`config.mk`:
```
export PLATFORM = sky130hd
export DESIGN_NAME = instr_fetch_unit
export DESIGN_NICKNAME = d
export VERILOG_FILES = /design/src/rtl/mips_pkg.sv /design/src/rtl/next_pc_calc.sv /design/src/rtl/instr_fetch_unit.sv
export SDC_FILE = /design/constraint.sdc
export NUM_CORES = 1
export LEC_CHECK = 0
export CORE_AREA = 3 3 131 133
export DETAILED_ROUTE_END_ITERATION = 10
export DIE_AREA = 0 0 134 136
export PLACE_DENSITY_LB_ADDON = 0.08
export SLEW_MARGIN = 15
export SYNTH_ARGS = -nofsm -noshare
export SYNTH_HDL_FRONTEND = slang
export SYNTH_SLANG_ARGS = --single-unit
```
`constraint.sdc`:
```
create_clock -name clk -period 5.1 [get_ports clk]
set_input_delay 1.02 -clock clk [delete_from_list [all_inputs] [get_ports clk]]
set_output_delay 1.02 -clock clk [all_outputs]
set_load 0.05 [all_outputs]
```
`src/rtl/mips_pkg.sv`:
```
// Shared MIPS definitions: opcode constants used by fetch and the control
// unit, the fetch FSM state encoding, datapath widths and a helper that
// builds the word-scaled, sign-extended branch offset.
package mips_pkg;

    localparam int INSTR_W = 32;
    localparam int PC_W    = 32;

    localparam logic [5:0] R_TYPE = 6'h00;
    localparam logic [5:0] J      = 6'h02;
    localparam logic [5:0] BEQ    = 6'h04;
    localparam logic [5:0] ADDI   = 6'h08;
    localparam logic [5:0] LW     = 6'h23;
    localparam logic [5:0] SW     = 6'h2B;

    typedef enum logic [1:0] {
        ST_FETCH = 2'd0,
        ST_WAIT  = 2'd1,
        ST_ISSUE = 2'd2,
        ST_HALT  = 2'd3
    } fetch_state_e;

    // Sign-extend a 16-bit immediate and scale it from words to bytes.
    function automatic logic [PC_W-1:0] branch_offset(input logic [15:0] imm);
        return {{14{imm[15]}}, imm, 2'b00};
    endfunction

endpackage

```
`src/rtl/next_pc_calc.sv`:
```
// Combinational next-PC selection for the fetch unit.
// Priority: jump, then taken branch (branch && zero), then sequential.
// The result is always word aligned.
module next_pc_calc
    import mips_pkg::*;
(
    input  logic [PC_W-1:0]    pc_plus4,
    input  logic [INSTR_W-1:0] instr,
    input  logic               branch,
    input  logic               zero,
    input  logic               jump,
    output logic [PC_W-1:0]    next_pc
);

    logic [PC_W-1:0] target_s;
    logic            unused_opcode_s;

    // The opcode field takes no part in target selection.
    assign unused_opcode_s = ^instr[31:26];

    // Pick the redirect target by priority and force word alignment.
    always_comb begin
        target_s = pc_plus4;
        if (jump) begin
            target_s = {pc_plus4[31:28], instr[25:0], 2'b00};
        end else if (branch && zero) begin
            target_s = pc_plus4 + branch_offset(instr[15:0]);
        end else begin
            target_s = pc_plus4;
        end
        next_pc = {target_s[PC_W-1:2], 2'b00};
    end

endmodule

```
`src/rtl/instr_fetch_unit.sv`:
```
// Instruction fetch stage: holds the PC, fetches over a valid/ready request
// channel with a one-cycle response strobe, presents the instruction to
// decode and advances the PC when decode accepts it. A fetch that sees no
// response within TIMEOUT_CYCLES parks the unit in HALT with a sticky error.
// Optional build macro IFETCH_PERF_EN adds retired/stall counters; without
// it both counter outputs are tied to zero.
module instr_fetch_unit
    import mips_pkg::*;
#(
    parameter logic [31:0] RESET_PC       = 32'h0000_0000,
    parameter int          TIMEOUT_CYCLES = 255
) (
    input  logic        clk,
    input  logic        rst_n,
    output logic        imem_req_valid,
    input  logic        imem_req_ready,
    output logic [31:0] imem_addr,
    input  logic        imem_rsp_valid,
    input  logic [31:0] imem_rsp_data,
    output logic        instr_valid,
    input  logic        instr_ready,
    output logic [31:0] instr,
    output logic [5:0]  opcode,
    output logic [5:0]  funct,
    output logic [31:0] pc,
    output logic [31:0] pc_plus4,
    input  logic        branch,
    input  logic        zero,
    input  logic        jump,
    output logic        fetch_err,
    output logic [31:0] retired_cnt,
    output logic [31:0] stall_cnt
);

    localparam logic [16:0] TMO_LIMIT = 17'(TIMEOUT_CYCLES);

    fetch_state_e         state_q;
    logic [PC_W-1:0]      pc_q;
    logic [PC_W-1:0]      pc_plus4_s;
    logic [PC_W-1:0]      pc_d;
    logic [INSTR_W-1:0]   instr_q;
    logic                 instr_valid_q;
    logic                 req_valid_q;
    logic                 fetch_err_q;
    logic [15:0]          tmo_q;
    logic [16:0]          tmo_inc_s;
    logic                 accept_s;

    assign pc_plus4_s = pc_q + 32'd4;
    assign tmo_inc_s  = {1'b0, tmo_q} + 17'd1;
    assign accept_s   = instr_valid_q && instr_ready;

    next_pc_calc u_next_pc_calc (
        .pc_plus4 (pc_plus4_s),
        .instr    (instr_q),
        .branch   (branch),
        .zero     (zero),
        .jump     (jump),
        .next_pc  (pc_d)
    );

    // Fetch FSM: request handshake, response capture with timeout, issue to decode.
    always_ff @(posedge clk or negedge rst_n) begin
        if (!rst_n) begin
            state_q       <= ST_FETCH;
            pc_q          <= RESET_PC;
            instr_q       <= 32'h0000_0000;
            instr_valid_q <= 1'b0;
            req_valid_q   <= 1'b0;
            fetch_err_q   <= 1'b0;
            tmo_q         <= 16'd0;
        end else begin
            case (state_q)
                ST_FETCH: begin
                    if (req_valid_q && imem_req_ready) begin
                        req_valid_q <= 1'b0;
                        tmo_q       <= 16'd0;
                        state_q     <= ST_WAIT;
                    end else begin
                        req_valid_q <= 1'b1;
                    end
                end
                ST_WAIT: begin
                    if (imem_rsp_valid) begin
                        instr_q       <= imem_rsp_data;
                        instr_valid_q <= 1'b1;
                        tmo_q         <= 16'd0;
                        state_q       <= ST_ISSUE;
                    end else if (tmo_inc_s == TMO_LIMIT) begin
                        fetch_err_q <= 1'b1;
                        tmo_q       <= tmo_inc_s[15:0];
                        state_q     <= ST_HALT;
                    end else begin
                        tmo_q <= tmo_inc_s[15:0];
                    end
                end
                ST_ISSUE: begin
                    if (accept_s) begin
                        pc_q          <= pc_d;
                        instr_valid_q <= 1'b0;
                        req_valid_q   <= 1'b1;
                        state_q       <= ST_FETCH;
                    end else begin
                        instr_valid_q <= 1'b1;
                    end
                end
                ST_HALT: begin
                    req_valid_q   <= 1'b0;
                    instr_valid_q <= 1'b0;
                end
                default: begin
                    req_valid_q   <= 1'b0;
                    instr_valid_q <= 1'b0;
                    state_q       <= ST_HALT;
                end
            endcase
        end
    end

    assign imem_req_valid = req_valid_q;
    assign imem_addr      = pc_q;
    assign instr_valid    = instr_valid_q;
    assign instr          = instr_q;
    assign opcode         = instr_q[31:26];
    assign funct          = instr_q[5:0];
    assign pc             = pc_q;
    assign pc_plus4       = pc_plus4_s;
    assign fetch_err      = fetch_err_q;

`ifdef IFETCH_PERF_EN
    logic [31:0] retired_q;
    logic [31:0] stall_q;

    // Count retired instructions and cycles spent waiting on memory.
    always_ff @(posedge clk or negedge rst_n) begin
        if (!rst_n) begin
            retired_q <= 32'd0;
            stall_q   <= 32'd0;
        end else begin
            if (accept_s) begin
                retired_q <= retired_q + 32'd1;
            end
            if (state_q == ST_WAIT) begin
                stall_q <= stall_q + 32'd1;
            end
        end
    end

    assign retired_cnt = retired_q;
    assign stall_cnt   = stall_q;
`else
    assign retired_cnt = 32'd0;
    assign stall_cnt   = 32'd0;
`endif

endmodule

```
# Word level (Yosys, flattened, before mapping)
# Index checks and enable logic that the tools add are counted.
op_classes:
  n_addsub: 3
  n_reduce_logical: 15
  n_bitwise: 1
  eq_ne: 8
  mux: 16
ops:
  columns: ["cell", "n"]
  rows:
  - ["two-way mux 32 bit", 2]
  - ["adder 32 x 3 -> 32 bit, second input constant", 1]
  - ["adder 32 bit", 1]
  - ["two-way mux 16 bit", 2]
  - ["case mux 16 bit (2 select lines)", 1]
  - ["adder 16 x 1 -> 17 bit, second input constant", 1]
  - ["== test 17 x 8 -> 1 bit, second input constant", 1]
  - ["AND reduction 2 bit", 5]
  - ["nonzero test 3 bit", 3]
  - ["two-way mux 2 bit", 4]
  - ["inequality test 2 bit, second input constant", 3]
  - ["case mux 1 bit (3 select lines)", 2]
  - ["case mux 2 bit (3 select lines)", 1]
  - ["== test 2 bit, second input constant", 2]
  - ["two-way mux 1 bit", 4]
  - ["AND reduction 4 bit", 1]
  - ["logical AND 1 bit", 3]
  - ["inequality test 3 bit, second input constant", 1]
  - ["AND reduction 3 bit", 1]
  - ["== test 2 x 1 -> 1 bit, second input constant", 1]
  - ["logical NOT 2 bit", 1]
  - ["nonzero test 2 bit", 1]
  - ["inverter 1 bit", 1]
totals:
  in_bits: 40
  reg_bits: 83
  elab_cells: 50

# Logic depth before layout (Yosys ltp)
# Gate-level depths: netlist (run 1).
depth:
  ltp_word: 5
  depth_mapped: 17

# Modules after synthesis
# A second synthesis (run 1) with hierarchy kept.
hier_totals:
  cells_unflattened: 813
  hier_area_um2: 7199.4
modules_own_cells:
  columns: ["mod", "seq_area_each_um2", "cells_per_inst", "area_each_um2", "n_inst"]
  rows:
  - ["instr_fetch_unit", 2127.0, 478, 5026.1, 1]
  - ["next_pc_calc", 0.0, 335, 2173.3, 1]

# Worst setup path before layout (run 1)
# OpenSTA, ideal clock, no wires.
synth_timing:
  path_type: "register -> register"
  from: "register pc_q[2] (netlist: imem_addr[2])"
  to: "register pc_q[31] (netlist: imem_addr[31])"
  required_time_ps: 4954
  path_buffers: 0
  setup_slack_ps: 350
  synth_period_minus_slack_ps: 4750
  t_arrival_ps: 4604
  path_stages_with_launch: 16
  cell_sequence: "dfrtp_1 ha_1 inv_1 nor3_1 nand2_1 nor2_1 xor2_1 ha_1 a211oi_1 o21ai_0 o22ai_1 nor3_1 a211o_1 a41oi_1 nand3_1 xor2_1"
synth_between:
  elab_chain_cells: 4
synth_rtl:
  columns: ["element", "line", "rtl"]
  rows:
  - ["from (decl)", "instr_fetch_unit.sv:38", "logic [PC_W-1:0] pc_q;"]
  - ["from (signal assigned)", "instr_fetch_unit.sv:99", "pc_q <= pc_d;"]
  - ["adder 32 x 3 -> 32 bit", "instr_fetch_unit.sv:49", "assign pc_plus4_s = pc_q + 32'd4;"]
  - ["named net pc_plus4[16]", "instr_fetch_unit.sv:26", "output logic [31:0] pc_plus4,"]
  - ["adder 32 bit", "next_pc_calc.sv:27", "target_s = pc_plus4 + branch_offset(instr[15:0]);"]
  - ["two-way mux 32 bit", "next_pc_calc.sv:26", "end else if (branch && zero) begin"]
  - ["two-way mux 32 bit", "next_pc_calc.sv:24", "if (jump) begin"]
# The timed path passes the listed nets, and every way through them passes these cells.
# A chain may end at the register's enable or synchronous reset.

# Worst setup path in the final report (run 1)
layout_timing:
  from: "register pc_q[4] (netlist: imem_addr[4])"
  to: "output port pc_plus4[25]"
layout_between:
  elab_chain_cells: 1
layout_rtl:
  columns: ["element", "line"]
  rows:
  - ["adder 32 x 3 -> 32 bit", "instr_fetch_unit.sv:49"]
  - ["to (decl)", "instr_fetch_unit.sv:26"]
# No other way between the ends.

==> impl_summary.txt, run 1 <==
----------------------------------------------------
[Outcome]
  Run status ... finished clean

[Placed design]
  Worst slack after detailed placement ... approximately 1100 ps
  Number of input and output port buffers inserted ... 176
  Total half-perimeter wirelength after legalization and detailed placement ... 15.6 mm
  Placer's final routability congestion estimate ... approximately 0.95

[STA]
  Setup repair after global routing missed its margin ... false
  Number of pins with negative max-slew slack in the final report ... 0
  Final setup violation count ... 0
  Worst slew margin ... between 30% and 40%
  Sum of negative setup slack ... 0 ps
  Crit path setup slack, layout ... between 600 and 700 ps
  Period Utilization, post-route ... between 80% and 90%
  Clock skew after layout ... between 4 and 5 ps
  Final worst hold slack ... between 400 and 500 ps
  Final critical delay including setup and external delays ... roughly 4400 ps
  Slew at the pin closest to its max-slew limit ... about 1000 ps
  Max Freq ... about 230 MHz
  Final hold vios ... 0

[Clock network]
  Cell at the root of the clock tree ... sky130_fd_sc_hd__clkbuf_16
  Clock Latency Late Sink ... between 300 and 400 ps
  CTS tree ... built
  Number of buffers inserted by post-CTS setup repair ... 0
  Maximum level of the CTS H-tree ... 3
  Max Root-Sink Buffers ... 2
  CTS sink cnt ... 83
  Gates resized, CTS repair ... 0
  Clock buffer count from CTS ... 9
  CTS hold repair buffers ... 0
  Clock-pin slew of the registers on the worst-case setup and hold paths ... roughly 60 ps

[Logic synthesis]
  Syn Std Cell Area ... about 0.0072 mm2
  Multiplexer share of the synthesized area ... 6.17%
  Main combinational cell family by area after synthesis ... compound AO/OA/AOI/OAI gates
  Commonest cells post-synth ... sky130_fd_sc_hd__buf_4 (112), sky130_fd_sc_hd__nand2_1 (91), sky130_fd_sc_hd__dfrtp_1 (83)
  Share of the synthesized area in compound gates (AO/OA/AOI/OAI) ... between 10% and 20%
  Cell count after synthesis ... 858
  Most repeated cell in the gate-level netlist after synthesis ... sky130_fd_sc_hd__buf_4
  Xor/xnor cell area share of the yosys netlist ... under 10%
  Fraction of registers with async set or reset after synthesis ... 100%
  Synthesis-stage register bit count ... 83
  Synthesized-area fraction occupied by and/or/nand/nor cells ... between 10% and 20%
  Adder-cell share of the synthesized area ... between 7 and 8%
  Average instance area after synthesis ... ~8.4 um2
  Number of distinct library cell variants in the gate-level netlist after synthesis ... between 60 and 70
  Count of yosys warnings during synthesis ... 0
  Post-synth EDFFs ... 0
  Proportion of netlist area held by the largest area contributor ... between 20% and 30%
  Fraction of the yosys area taken by sequential cells ... 28.8%
  Dominant cells by area after synthesis ... sky130_fd_sc_hd__dfrtp_1 (29%), sky130_fd_sc_hd__buf_4 (12%), sky130_fd_sc_hd__ha_1 (7.5%)
  Dominant synthesized flop cell ... sky130_fd_sc_hd__dfrtp_1
  Post-synth top area cell ... sky130_fd_sc_hd__dfrtp_1

[Die]
  Die outline width ... ~130 um
  # IOs ... about 250
  Starting Density ... 45.2%
  Area of the placeable core ... 0.0159 mm2
  Std cell rows ... between 40 and 50
  Vertical die dimension ... approximately 140 um
  Die ar. ... about 0.018 mm2

[Layout]
  Final net count ... between 1000 and 1500
  Count of inserted antenna diode cells ... 0
  Area grow syn2layout ... 23.7%
  Layout cells sized above 1 ... 7.79%
  Final core utilization ... 55.9%

[Run]
  Count of maximum capacitance violations ... 0

[Route]
  Via total after detailed routing ... about 6600
  Final routed DRC violation total ... 0
  Final routed wirelength across all metal layers ... 21.0 mm
  Pre-antenna DRT Iters ... 5
  Routed length per placed instance ... 17.4 um
  DRC marker count from the first detailed-route iteration ... 498
  Post-detailed-route via-to-cell ratio ... ~5.5
  DRT antenna net count ... 0

[Critical path]
  Buffers plus inverters on the worst setup path ... 1
  Critical setup path kind ... flop to primary output
  Slowest-stage cell, CP ... sky130_fd_sc_hd__clkdlybuf4s50_1
  Chain of cells forming the critical path ... nand4_1 -> nor3_2 -> and4_1 -> nand2_1 -> xnor2_1 -> clkdlybuf4s50_1
  Slowest stage delay, CP ... a little under 900 ps
  Largest fanout on the critical path ... 8
  CP Data Required Time ... around 4000 ps
  Category of the worst setup path launch point ... flop
  Data arrival at the endpoint of the critical path ... ~3400 ps
  Gate family responsible for the most delay along the worst path ... simple AND/OR/NAND/NOR gates
  CP endpoint kind ... primary output

[Global route]
  Antenna violations before repair ... 0
  Wire length of the first global-routing pass ... between 30 and 40 mm
  Maximum number of pins on one net before global-route repair ... 46
  GR Util All Layers ... 22.5%
  Number of global-route vias before repair ... between 5000 and 6000
  Total gr overflow ... 0

[Worst hold path]
  Type of the worst min-delay path ... flop to flop

----------------------------------------------------
## worst register-to-register path, cell delays in order, from the launching register on
cell,delay (ps)
sky130_fd_sc_hd__dfrtp_1,490
sky130_fd_sc_hd__nand4_1,200
sky130_fd_sc_hd__nor3_2,600
sky130_fd_sc_hd__nand3_1,270
sky130_fd_sc_hd__xnor2_1,360
sky130_fd_sc_hd__ha_1,270
sky130_fd_sc_hd__o21ai_0,110
sky130_fd_sc_hd__o21ai_0,410
sky130_fd_sc_hd__o22ai_1,240
sky130_fd_sc_hd__nor4b_1,350
sky130_fd_sc_hd__a211o_1,230
sky130_fd_sc_hd__mux2i_1,230
sky130_fd_sc_hd__nand3_1,110
sky130_fd_sc_hd__xor2_1,140
## sequential cells by signal (all words and copies together), names as in the netlist
register / cells
instr: 32
tmo_q: 16
instr_valid: 1
imem_addr: 30
state_q: 2
imem_req_valid: 1
fetch_err: 1
## per-layer routing
layer	wire, um	share of wire [%]	global-route usage [%]
met5	0	0	0
met4	462	2.2	7.49
met3	1810	8.6	6.03
met2	9480	45	35.0
met1	9220	44	30.6
## cell type report
cell class | count | area, um2
clock buffers | 12 | 236
multi-input cells | 685 | 4370
clock inverters | 4 | 51.3
repair buffers | 188 | 1850
well taps | 216 | 270
flip-flops and latches | 83 | 2080
fillers | 1536 | 7030
inverters | 17 | 63.8
## metrics by stage
step | instance area (um2) | std cells
floorplan | 7460 | 927
global placement | 8630 | 1189
detailed placement | 8630 | 1189
CTS | 8910 | 1205
global route | 8910 | 1205
finish | 8910 | 1205
## logic make-up after synthesis
| logic type | count (synthesis) |
|---|---|
| compound gates | 227 |
| xor+xnor | 52 |
| fa+ha+maj | 44 |
| buf+inv | 159 |
| flops | 83 |
| mux | 40 |
| other cells | 1 |
| simple gates | 252 |
## final timing paths
check | startpoint | to | slack [ps] | depth (start not counted)
setup reg to reg | imem_addr[4] | imem_addr[31] | 1000 | 13
max in group asynchronous | rst_n | imem_addr[28] | 3480 | 2
hold / removal | fetch_err | fetch_err | 470 | 1
hold reg to reg | fetch_err | fetch_err | 470 | 1
setup / recovery | imem_addr[4] | pc_plus4[25] | 690 | 6
min in group asynchronous | rst_n | instr[27] | 650 | 1
## layout by cell type, fill, tap and decap left out, types with 4 or more instances in the layout
cell type                         count
sky130_fd_sc_hd__a211oi_1             9
sky130_fd_sc_hd__a21o_1              12
sky130_fd_sc_hd__a21oi_1             64
sky130_fd_sc_hd__a31oi_1              4
sky130_fd_sc_hd__and2_1               4
sky130_fd_sc_hd__and3_1              14
sky130_fd_sc_hd__and4_1               4
sky130_fd_sc_hd__buf_4               13
sky130_fd_sc_hd__clkbuf_16            9
sky130_fd_sc_hd__clkdlybuf4s50_1    175
sky130_fd_sc_hd__conb_1              70
sky130_fd_sc_hd__dfrtp_1             83
sky130_fd_sc_hd__ha_1                43
sky130_fd_sc_hd__inv_1               17
sky130_fd_sc_hd__mux2_2              35
sky130_fd_sc_hd__mux2i_1              5
sky130_fd_sc_hd__nand2_1             91
sky130_fd_sc_hd__nand3_1             28
sky130_fd_sc_hd__nand4_1             22
sky130_fd_sc_hd__nor2_1              49
sky130_fd_sc_hd__nor3_1              11
sky130_fd_sc_hd__o211ai_1             9
sky130_fd_sc_hd__o21a_1               4
sky130_fd_sc_hd__o21ai_0             78
sky130_fd_sc_hd__o21bai_1             6
sky130_fd_sc_hd__o221ai_1             4
sky130_fd_sc_hd__o22ai_1              6
sky130_fd_sc_hd__o31ai_1              7
sky130_fd_sc_hd__xnor2_1             36
sky130_fd_sc_hd__xor2_1              16
Power of run 1 is left out: the tool's default activity adds up to more than one toggle a clock period on the data nets, which glitch-free logic cannot reach.
==> inputs of run 2 (changes only) <==
--- a/config.mk
+++ b/config.mk
@@ -5,6 +5,7 @@
 export SDC_FILE = /design/constraint.sdc
 export NUM_CORES = 1
 export LEC_CHECK = 0
+export ABC_CLOCK_PERIOD_IN_PS = 5100
 export CORE_AREA = 3 3 131 133
 export DETAILED_ROUTE_END_ITERATION = 10
 export DIE_AREA = 0 0 134 136
==> results of run 2 <==
Same layout as run 1: the final DEF is identical, and so are final timing and power.
Power of run 2 is left out for the same reason.
==> inputs of run 3 (changes only) <==
--- a/config.mk
+++ b/config.mk
@@ -5,7 +5,7 @@
 export SDC_FILE = /design/constraint.sdc
 export NUM_CORES = 1
 export LEC_CHECK = 0
-export ABC_CLOCK_PERIOD_IN_PS = 5100
+export ABC_CLOCK_PERIOD_IN_PS = 5200
 export CORE_AREA = 3 3 131 133
 export DETAILED_ROUTE_END_ITERATION = 10
 export DIE_AREA = 0 0 134 136
==> constraint.sdc (replaced) <==
create_clock -name clk -period 5.2 [get_ports clk]
set_input_delay 1.04 -clock clk [delete_from_list [all_inputs] [get_ports clk]]
set_output_delay 1.04 -clock clk [all_outputs]
set_load 0.05 [all_outputs]
==> impl_summary.txt, run 3 (same netlist as run 1, synthesis figures left out) <==
----------------------------------------------------
[Critical path]
  Worst R2R Setup Slack ... 1160 ps (+160 ps)
  Endpoint of the most critical register-to-register path ... imem_addr[31]
  Chain of cells forming the critical path ... nand4_1 -> nor3_2 -> and4_1 -> nand2_1 -> xnor2_1 -> clkdlybuf4s50_1
  CP endpoint kind ... primary output
  Slowest-stage cell, CP ... sky130_fd_sc_hd__clkdlybuf4s50_1
  CP Data Required Time ... 4160 ps (+80 ps)
  Reg-to-reg startpoint ... imem_addr[2]
  Data arrival at the endpoint of the critical path ... 3320 ps (-70 ps)
  Depth of the critical timing path with buffers and inverters included ... 6 (unchanged)
  Count of cells along the worst register-to-register path ... 16 (+3)
  Gate family responsible for the most delay along the worst path ... simple AND/OR/NAND/NOR gates
  Largest fanout on the critical path ... 8 (unchanged)
  Category of the worst setup path launch point ... flop
  Buffers plus inverters on the worst setup path ... 1 (unchanged)
  Critical setup path kind ... flop to primary output
  Slowest stage delay, CP ... 890 ps (about the same)

[Clock network]
  Gates resized, CTS repair ... 0 (unchanged)
  CTS sink cnt ... 83 (unchanged)
  Maximum level of the CTS H-tree ... 3 (unchanged)
  CTS tree ... built
  Clock-pin slew of the registers on the worst-case setup and hold paths ... 60 ps (about the same)
  Clock Latency Late Sink ... 340 ps (about the same)
  CTS hold repair buffers ... 0 (unchanged)
  Cell at the root of the clock tree ... sky130_fd_sc_hd__clkbuf_16
  Max Root-Sink Buffers ... 2 (unchanged)
  Clock buffer count from CTS ... 9 (unchanged)
  Number of buffers inserted by post-CTS setup repair ... 0 (unchanged)

[Route]
  Uppermost layer routed ... met4
  DRT antenna net count ... 0 (unchanged)
  Final routed wirelength across all metal layers ... 21.0 mm (about the same)
  Pre-antenna DRT Iters ... 7 (+2)
  Total length of routed met3 wires ... 1.71 mm (-6.0%)
  Routed met1 length ... 9.26 mm (+0.44%)
  Routed length per placed instance ... 17.4 um (+0.14%)
  Met2 wire length ... 9.65 mm (+1.8%)
  Final routed DRC violation total ... 0 (unchanged)
  DRC marker count from the first detailed-route iteration ... 498 (unchanged)
  Post-detailed-route via-to-cell ratio ... 5.45 (-0.11%)
  Via total after detailed routing ... 6567 (-0.20%)

[Worst hold path]
  Min-delay src ... fetch_err
  Hold worst-path end ... fetch_err
  Type of the worst min-delay path ... flop to flop
  Cells on Worst Hold Path ... 1 (unchanged)

[Layout]
  Highest-count cells in the layout ignoring fill and taps ... sky130_fd_sc_hd__clkdlybuf4s50_1 (175), sky130_fd_sc_hd__nand2_1 (91), sky130_fd_sc_hd__dfrtp_1 (83), sky130_fd_sc_hd__o21ai_0 (78), sky130_fd_sc_hd__conb_1 (70)
  Final core utilization ... 55.9% (unchanged)
  Layout cells sized above 1 ... 7.79% (+0.0079 points)
  Max reg flops ... 32 (unchanged)
  Area grow syn2layout ... 23.7% (unchanged)
  Final net count ... 1067 (-0.094%)
  Count of inserted antenna diode cells ... 0 (unchanged)
  Leading cell type in the layout, fill and taps excluded ... sky130_fd_sc_hd__clkdlybuf4s50_1

[STA]
  Number of pins with negative max-slew slack in the final report ... 0 (unchanged)
  Crit path setup slack, layout ... 837 ps (+143 ps)
  Setup repair after global routing missed its margin ... false
  Final setup violation count ... 0 (unchanged)
  Clock skew after layout ... 6.06 ps (+1.95 ps)
  Final critical delay including setup and external delays ... 4360 ps
  Period Utilization, post-route ... a little over four fifths
  Slew at the pin closest to its max-slew limit ... 953 ps (-19.8 ps)
  Worst slew margin ... 36.2% (+1.3 points)
  Max Freq ... about 230 MHz
  Sum of negative setup slack ... 0 ps (unchanged)
  Final hold vios ... 0 (unchanged)

[Die]
  Die ar. ... 0.0182 mm2 (unchanged)
  Vertical die dimension ... 136 um (unchanged)
  Std cell rows ... 46 (unchanged)
  Area of the placeable core ... 0.0159 mm2 (unchanged)
  # IOs ... 247 (unchanged)
  Die outline width ... 134 um (unchanged)
  Starting Density ... 45.2% (unchanged)

[Run]
  Count of maximum capacitance violations ... 0 (unchanged)

[Global route]
  GR Util All Layers ... 23.0% (+0.48 points)
  Wire length of the first global-routing pass ... 33.9 mm (+2.9%)
  Total gr overflow ... 0 (unchanged)
  Number of global-route vias before repair ... 6231 (+4.4%)
  Maximum number of pins on one net before global-route repair ... 52 (+13%)
  Antenna violations before repair ... 0 (unchanged)

[Placed design]
  Total half-perimeter wirelength after legalization and detailed placement ... 15.7 mm (+0.31%)
  Worst slack after detailed placement ... 1220 ps (+92.4 ps)
  Placer's final routability congestion estimate ... 0.946 (-0.12%)
  Number of input and output port buffers inserted ... 176 (unchanged)

[Outcome]
  Run status ... finished clean

----------------------------------------------------
run 3: cell types whose count changed in the layout (fill, tap and decap cells not counted), sizes merged:
| cell | previous run | this run |
|---|---|---|
| inv | 17 | 18 |
| clkinvlp | 1 | 0 |
| buf | 13 | 12 |
run 3: area by class of cell:
class | instances | area (um2)
fill | 1556 | 7030
multi-input combinational | 685 | 4370
sequential | 83 | 2080
timing repair buffer | 187 | 1840
tap | 216 | 270
clock buffer | 12 | 246
inverter | 17 | 63.8
clock inverter | 4 | 48.8
run 3: per-stage QoR:
| step | std cells | cell area, um2 | hold slack [ps] |
|---|---|---|---|
| finish | 1204 | 8910 | 477 |
| global route | 1204 | 8910 | 504 |
| CTS | 1204 | 8910 | 485 |
| detailed placement | 1188 | 8620 | 471 |
| global placement | 1188 | 8620 | 463 |
| floorplan | 927 | 7460 | 478 |
run 3: worst max path at each step:
| stage | from | to | slack, ps |
|---|---|---|---|
| after global placement | imem_addr[3] | imem_addr[31] | 1240 |
| after floorplan | imem_addr[2] | imem_addr[31] | 450 |
| final | imem_addr[4] | pc_plus4[25] | 840 |
| after CTS | imem_addr[4] | pc_plus4[25] | 840 |
| after detailed placement | imem_addr[4] | pc_plus4[25] | 1220 |
| after global routing | imem_addr[16] | pc_plus4[26] | 640 |
run 3: per-layer routing:
layer | GRT usage [%] | up-vias
li1 | - | 3156
met4 | 6.86 | 0
met2 | 36.7 | 268
met5 | 0 | -
met3 | 4.92 | 24
met1 | 31.6 | 3119
Power of run 3 is left out for the same reason.
